==> src/rtl/fp_pkg.sv <==
// Shared single-precision definitions for the floating-point adder datapath.
// Field widths, the packed IEEE-754 word layout and the +inf constant.
package fp_pkg;

  localparam int EXP_W  = 8;
  localparam int MANT_W = 24;
  localparam int FRAC_W = MANT_W - 1;

  localparam logic [EXP_W-1:0] EXP_INF = '1;

  typedef struct packed {
    logic              sign;
    logic [EXP_W-1:0]  exp;
    logic [FRAC_W-1:0] fract;
  } fp32_t;

  localparam logic [31:0] PINF = 32'h7F80_0000;

  function automatic fp32_t pack_fp32(input logic              sign,
                                      input logic [EXP_W-1:0]  exp,
                                      input logic [FRAC_W-1:0] fract);
    fp32_t w;
    w.sign  = sign;
    w.exp   = exp;
    w.fract = fract;
    return w;
  endfunction

endpackage

==> src/rtl/fp_pipe_reg.sv <==
// Generic valid/ready register slice: one entry, full throughput, the
// upstream ready depends only on the local valid and downstream ready.
module fp_pipe_reg #(
  parameter int W = 8
) (
  input  logic         clk,
  input  logic         reset,
  input  logic         i_valid,
  output logic         o_ready,
  input  logic [W-1:0] i_data,
  output logic         o_valid,
  input  logic         i_ready,
  output logic [W-1:0] o_data
);

  logic         r_valid;
  logic [W-1:0] r_data;
  logic         w_adv;

  // The slice can take a new entry when it is empty or its entry leaves now.
  assign w_adv   = !r_valid || i_ready;
  assign o_ready = w_adv;
  assign o_valid = r_valid;
  assign o_data  = r_data;

  // NOTE: state registers use non-blocking assignments so every slice samples
  // its neighbour's pre-edge value; blocking here would race between slices.
  always_ff @(posedge clk) begin
    if (reset) begin
      r_valid <= 1'b0;
      // NOTE: the payload is cleared too, so the output word reads zero after
      // reset instead of showing stale or unknown data.
      r_data  <= '0;
    end else if (w_adv) begin
      r_valid <= i_valid;
      if (i_valid) r_data <= i_data;
    end
  end

endmodule

==> src/rtl/fpadd_mantsum.sv <==
// Final stage of the positive-operand FP adder: mantissa add, one-bit
// renormalize on carry, exponent overflow to +inf, and IEEE-754 packing.
module fpadd_mantsum
  import fp_pkg::fp32_t;
  import fp_pkg::pack_fp32;
  import fp_pkg::PINF;
#(
  parameter int EXP_W  = fp_pkg::EXP_W,
  parameter int MANT_W = fp_pkg::MANT_W
) (
  input  logic              clk,
  input  logic              reset,
  input  logic              in_valid,
  output logic              in_ready,
  input  logic              alessb,
  input  logic [MANT_W-1:0] manta,
  input  logic [MANT_W-1:0] mantb,
  input  logic [MANT_W-1:0] shmant,
  input  logic [EXP_W-1:0]  exp_big,
  output logic              out_valid,
  input  logic              out_ready,
  output logic [31:0]       result,
  output logic              ovf
);

  localparam int S1_W = (MANT_W + 1) + EXP_W + 1;
  localparam int S2_W = 32 + 1;

  // Stage 1 inputs: pick the unshifted mantissa and form the full-width sum.
  logic [MANT_W-1:0] w_big;
  logic [MANT_W:0]   w_sum;
  logic              w_special;

  assign w_big     = alessb ? mantb : manta;
  assign w_sum     = {1'b0, w_big} + {1'b0, shmant};
  assign w_special = (exp_big == {EXP_W{1'b1}});

  logic [S1_W-1:0] w_s1_out;
  logic            w_s1_valid;
  logic            w_s2_ready;

  fp_pipe_reg #(.W(S1_W)) u_s1 (
    .clk     (clk),
    .reset   (reset),
    .i_valid (in_valid),
    .o_ready (in_ready),
    .i_data  ({w_sum, exp_big, w_special}),
    .o_valid (w_s1_valid),
    .i_ready (w_s2_ready),
    .o_data  (w_s1_out)
  );

  logic [MANT_W:0]   w_s1_sum;
  logic [EXP_W-1:0]  w_s1_exp;
  logic              w_s1_special;

  assign w_s1_sum     = w_s1_out[S1_W-1 -: MANT_W+1];
  assign w_s1_exp     = w_s1_out[EXP_W:1];
  assign w_s1_special = w_s1_out[0];

  // Renormalize: a carry-out shifts right by one and drops the LSB unrounded.
  logic [EXP_W:0]    w_exp_inc;
  logic [MANT_W-2:0] w_fract;
  logic [31:0]       w_res;
  logic              w_ovf;
  fp32_t             w_packed;

  assign w_exp_inc = {1'b0, w_s1_exp} + {{EXP_W{1'b0}}, w_s1_sum[MANT_W]};
  assign w_fract   = w_s1_sum[MANT_W] ? w_s1_sum[MANT_W-1:1] : w_s1_sum[MANT_W-2:0];
  assign w_packed  = pack_fp32(1'b0, w_exp_inc[EXP_W-1:0], w_fract);

  always_comb begin
    // NOTE: defaults come first so every path assigns both outputs and no
    // latch is inferred.
    w_res = w_packed;
    w_ovf = 1'b0;
    if (w_s1_special) begin
      w_res = PINF;
    end else if (w_exp_inc >= {1'b0, {EXP_W{1'b1}}}) begin
      w_res = PINF;
      w_ovf = 1'b1;
    end
  end

  logic [S2_W-1:0] w_s2_out;

  fp_pipe_reg #(.W(S2_W)) u_s2 (
    .clk     (clk),
    .reset   (reset),
    .i_valid (w_s1_valid),
    .o_ready (w_s2_ready),
    .i_data  ({w_res, w_ovf}),
    .o_valid (out_valid),
    .i_ready (out_ready),
    .o_data  (w_s2_out)
  );

  assign result = w_s2_out[S2_W-1:1];
  assign ovf    = w_s2_out[0];

endmodule

==> config.mk <==
export PLATFORM = sky130hd
export DESIGN_NAME = fpadd_mantsum
export DESIGN_NICKNAME = d
export VERILOG_FILES = /design/src/rtl/fp_pkg.sv /design/src/rtl/fp_pipe_reg.sv /design/src/rtl/fpadd_mantsum.sv
export SDC_FILE = /design/constraint.sdc
export NUM_CORES = 1
export LEC_CHECK = 0
export BUFFER_PORTS_ARGS = -buffer_cell sky130_fd_sc_hd__buf_4
export CAP_MARGIN = 10
export CORE_MARGIN = 2
export CORE_UTILIZATION = 30
export DETAILED_ROUTE_END_ITERATION = 8
export HOLD_SLACK_MARGIN = 0.03
export PLACE_DENSITY = 0.48
export SETUP_SLACK_MARGIN = 0.3
export SYNTH_ARGS = -nofsm -noshare
export SYNTH_HDL_FRONTEND = slang
export SYNTH_SLANG_ARGS = --single-unit
==> constraint.sdc <==
create_clock -name clk -period 11.2 [get_ports clk]
set_input_delay 2.24 -clock clk [delete_from_list [all_inputs] [get_ports clk]]
set_output_delay 2.24 -clock clk [all_outputs]
set_load 0.01 [all_outputs]
Word level (Yosys, flattened, before mapping):

Index checks and enable logic that the tools add are counted.

* bits in registers: 69
* input port bits: 85
* word-level logic and storage cells: 20

* add/subtract/negate cells: 2
* order comparisons: 1
* equal/unequal tests: 1
* mux-type cells: 6
* reduce and logical (&&, ||, !) cells: 6

Operators by type and width (count)
* $mux 31: 2
* $add 24x24->25: 1
* $mux 24: 1
* $mux 23: 1
* $add 8x1->9: 1
* $ge 9x8->1 const B: 1
* $eq 8x8->1 const B: 1
* $reduce_and 2->1: 2
* $logic_not 1->1: 2
* $logic_or 1x1->1: 2
* $mux 1: 2

Longest topological paths before layout:

* word-level depth: 4
* depth in mapped cells: 12
* depth with buffers taken out: 10

Cells and area by module:

A second synthesis with hierarchy kept.

* cells, all modules: 610
* area, all modules: 5442.7 µm²

By module, submodules not included
* fpadd_mantsum: times used 1, cells each 295, area each 2162.1 µm², seq. area each 0.0 µm²
* fp_pipe_reg (u_s1): times used 1, cells each 160, area each 1659.1 µm², seq. area each 700.7 µm²
* fp_pipe_reg (u_s2): times used 1, cells each 155, area each 1621.6 µm², seq. area each 680.7 µm²

Worst setup path after synthesis:

No wires, ideal clock.

* path type: input -> register
* start point: in alessb
* end point: reg u_s1.r_data[26], in the netlist u_s1.o_data[26]
* setup time: 0.117 ns
* arrival: 5.161 ns
* data required time: 11.083 ns
* slack: 5.922 ns
* cell stages on the path: 11
* cell sequence: clkbuf_1 clkbuf_1 mux2_2 ha_1 a21o_1 a221o_1 a22o_1 a211o_1 o41a_1 xor2_1 a22o_1

* cells in the longest elaborated chain, start to end: 2

Ends and longest elaborated chain
* start: declaration: line fpadd_mantsum.sv:15 `input logic alessb,`
* $mux 24: line fpadd_mantsum.sv:34 `assign w_big = alessb ? mantb : manta;`
* $add 24x24->25: line fpadd_mantsum.sv:35 `assign w_sum = {1'b0, w_big} + {1'b0, shmant};`
* end signal: assignment: line fp_pipe_reg.sv:36 `if (i_valid) r_data <= i_data;`
* end: declaration: line fp_pipe_reg.sv:17 `logic [W-1:0] r_data;`

No other way between the ends.
A chain may end at the register's enable or synchronous reset.

Worst setup path in the final report:

* start point: in out_ready
* end point: out in_ready

* cells in the longest elaborated chain, start to end: 2

Ends and longest elaborated chain
* start: declaration: line fpadd_mantsum.sv:21 `input logic out_ready,`
* $logic_or 1x1->1 (2 in a row): line fp_pipe_reg.sv:21 `assign w_adv = !r_valid || i_ready;`
* end: declaration: line fpadd_mantsum.sv:14 `output logic in_ready,`

No other way between the ends.

==> flow_metrics.py <==
metrics = {
    "setup_path": {
        "reg2reg_from": "u_s1.o_data[1]",
        "cp-startpoint": "out_ready",
        "cp.required_ns": 8.96,
        "critPathArrivalTime_ns": 2.89,
        "crit_path_start_kind": "primary input",
        "crit_fanout": 5,
        "critPathCaptureType": "output pin",
        "worstSetupPathType": "in -> out",
    },
    "finish": {
        "final.fill_count": 1440,
        "num-nets-final": 725,
        "drive_gt1_share_pct": 28.4,
        "final_area_sq_um": 5550,
        "final_cell_count_no_fill": 793,
        "diodes": 0,
        "area_growth_pct": 29.2,
    },
    "place": {
        "dpl.hpwl_um": 8880,
        "gp_congestion": 0.835,
        "dp.cells": 781,
        "place_area_sq_um": 5300,
        "io_buffers": 118,
    },
    "clocking": {
        "htree_levels": 3,
        "cts_tree": "built",
        "cts_buffers": 9,
        "cts_setup_buffers": 0,
        "hold_buffers": 0,
        "path_clk_slew_ns": 0.05,
        "root_buffer": "clkbuf_16",
        "cts.sinks": 68,
        "clockBufferDepth": 2,
        "cts_resized": 0,
        "insertion_delay_ns": 0.33,
    },
    "power_and_ir_drop": {
        "leakagePower_nw": 2.42,
        "power_density_nw_per_um2": 129,
        "internal_power_mw": 0.506,
        "p_sw_share_pct": 29.0,
        "clockPowerShare_pct": 33.9,
        "irDropWorstVdd_mv": 0.0694,
        "switchingPower_mw": 0.206,
        "p_comb_share_pct": 27.6,
        "pwr-share-seq_pct": 38.5,
    },
    "floorplanning": {
        "rows": 43,
        "start_util_pct": 30.8,
        "ioPinCount": 120,
        "die_w_um": 124,
        "die_area_sq_um": 15300,
        "die_h_um": 124,
        "core-area_sq_um": 13900,
    },
    "run": {
        "cap_viol_max_count": 0,
    },
    "route": {
        "via_per_inst": 5.06,
        "dr_wl_met3_um": 476,
        "drc_errors": 0,
        "via_count": 4014,
        "antenna_left": 0,
        "detailedRoute.firstIterationViolations": 220,
        "top_layer_used": "met4",
        "firstDrtPassIters": 4,
        "wl_met2_um": 4970,
        "wl_met1_um": 5880,
        "wl_per_cell_um": 14.5,
        "drt-total-wl_um": 11500,
    },
    "global_routing": {
        "grt.overflow.total": 0,
        "grt_antenna_before_repair": 0,
        "grt_pass1_vias": 3784,
        "grt.total_usage_pct": 15.3,
        "grt_max_degree": 41,
        "grt_pass1_wl_um": 18600,
    },
    "logic_synthesis": {
        "synthArstFlopShare_pct": 0,
        "syn_area_per_cell_sq_um": 8.42,
        "syn_nets": 623,
        "ys_warn_count": 0,
        "synth_area_sq_um": 4290,
        "synth_edf_count": 0,
        "netlist_instances": 510,
        "ys.flop_type": "dfxtp_1",
        "ys_seq_elements": 68,
        "yosysSeqAreaShare_pct": 31.7,
        "ys_types": 60,
    },
    "status": {
        "status": "complete, no violations",
    },
    "sta": {
        "worstMarginPinSlew_ns": 1.06,
        "finalMaxSlewViolations": 0,
        "hold_viol": 0,
        "grt_setup_unrepaired": "false",
        "slew_headroom_pct": 29.5,
        "skew_ns": 0.00680,
        "period_share_pct": 45.8,
        "fin_crit_ns": 5.13,
        "setup_viol": 0,
        "fmaxAchievable_mhz": 195,
        "finalSetupTns_ns": 0,
    },
    "min_path": {
        "hold_path.startpoint": "u_s2.o_data[7]",
        "hold_path.class": "reg -> reg",
    },
}
==> state kept, by name (all words and copies together) (netlist names) <==
| register | cells |
|---|---|
| u_s2.o_data | 32 |
| u_s1.o_valid | 1 |
| u_s1.o_data | 34 |
| u_s2.o_valid | 1 |
==> cell usage after synthesis, types with 5 or more instances <==
master / instances / area [sq um]
mux2_2: 24 / 270
ha_1: 27 / 338
a22o_1: 5 / 43.8
inv_1: 7 / 26.3
nand4_1: 10 / 62.6
nand2b_1: 5 / 31.3
and3_1: 5 / 31.3
nand2_1: 77 / 289
dfxtp_1: 68 / 1360
a31oi_1: 6 / 37.5
and2_1: 5 / 31.3
nor2_1: 19 / 71.3
o21ai_0: 31 / 155
xor2_1: 6 / 52.6
mux2i_1: 25 / 250
nand3_1: 10 / 50.1
a211oi_1: 5 / 37.5
xnor2_1: 13 / 114
a21o_1: 16 / 120
o21ai_1: 10 / 50.1
clkbuf_1: 24 / 90.1
a21oi_1: 44 / 220
==> worst max-delay path, cell delays in order <==
cell,delay (ns)
buf_4,0.11
nor2b_1,0.25
nand2_1,0.13
buf_4,0.16
==> power by group through the flow <==
| stage | Clock (mW) | Sequential [mW] | Combinational [mW] |
|---|---|---|---|
| global route | 0.257 | 0.277 | 0.218 |
| finish | 0.241 | 0.275 | 0.197 |
| global placement | 0 | 0.279 | 0.195 |
| floorplan | 0 | 0.278 | 0.130 |
| detailed placement | 0 | 0.280 | 0.196 |
| CTS | 0.249 | 0.274 | 0.197 |
==> placed cells by master (no fill, tap or decap), types with 6 or more instances in the layout <==
| master | n |
|---|---|
| mux2_2 | 24 |
| nor2_1 | 19 |
| inv_1 | 7 |
| xnor2_1 | 13 |
| mux2i_1 | 25 |
| a31oi_1 | 6 |
| a21o_1 | 16 |
| nand3_1 | 10 |
| nand2_1 | 77 |
| clkbuf_16 | 9 |
| a21oi_1 | 44 |
| o21ai_1 | 10 |
| dfxtp_1 | 68 |
| ha_1 | 27 |
| xor2_1 | 6 |
| nand4_1 | 10 |
| o21ai_0 | 31 |
| buf_4 | 121 |
==> layout make-up <==
type                            instances  area (sq um)  area share [%]
Clock buffer                           12           246            4.44
Inverter                                7          26.3           0.474
Multi-Input combinational cell        405          2780            50.1
Sequential cell                        68          1360            24.5
Tap cell                              180           225            4.06
Timing Repair Buffer                  121           908            16.4
==> final timing paths <==
kind                     end  slack [ns]  cells past startpoint
max                 in_ready        6.07                      4
min           u_s2.o_data[7]        0.45                      2
max reg2reg  u_s2.o_data[18]        8.42                      8
min reg2reg   u_s2.o_data[7]        0.45                      2
==> logic make-up (layout without fill, tap and decap cells) <==
group / Yosys count / in the layout / synth area share, %
compound gates: 156 / 156 / 23.6
xor+xnor: 19 / 19 / 3.88
fa+ha+maj: 28 / 28 / 8.33
buf+inv: 37 / 140 / 3.58
flops: 68 / 68 / 31.7
mux: 49 / 49 / 12.1
other cells: 1 / 1 / 0.0873
simple gates: 152 / 152 / 16.7
==> per-layer routing <==
layer  up-vias  global-route usage [%]
li1       2066                       -
met1      1850                    21.9
met2        89                    23.4
met3         9                    2.47
met4         0                    4.69
met5         -                       0
==> through the flow <==
step / total power, mW / hold slack (ns) / worst slack (ns) / utilization, %
6_report: 0.713 / 0.447 / 6.07 / 39.8
5_1_grt: 0.751 / 0.474 / 5.98 / 39.8
4_1_cts: 0.721 / 0.453 / 6.07 / 39.8
3_5_place_dp: 0.475 / 0.444 / 6.01 / 38.0
3_3_place_gp: 0.474 / 0.444 / 6.08 / 38.0
2_1_floorplan: 0.408 / 0.436 / 5.92 / -
No activity file was read; power rests on OpenSTA's default activity.
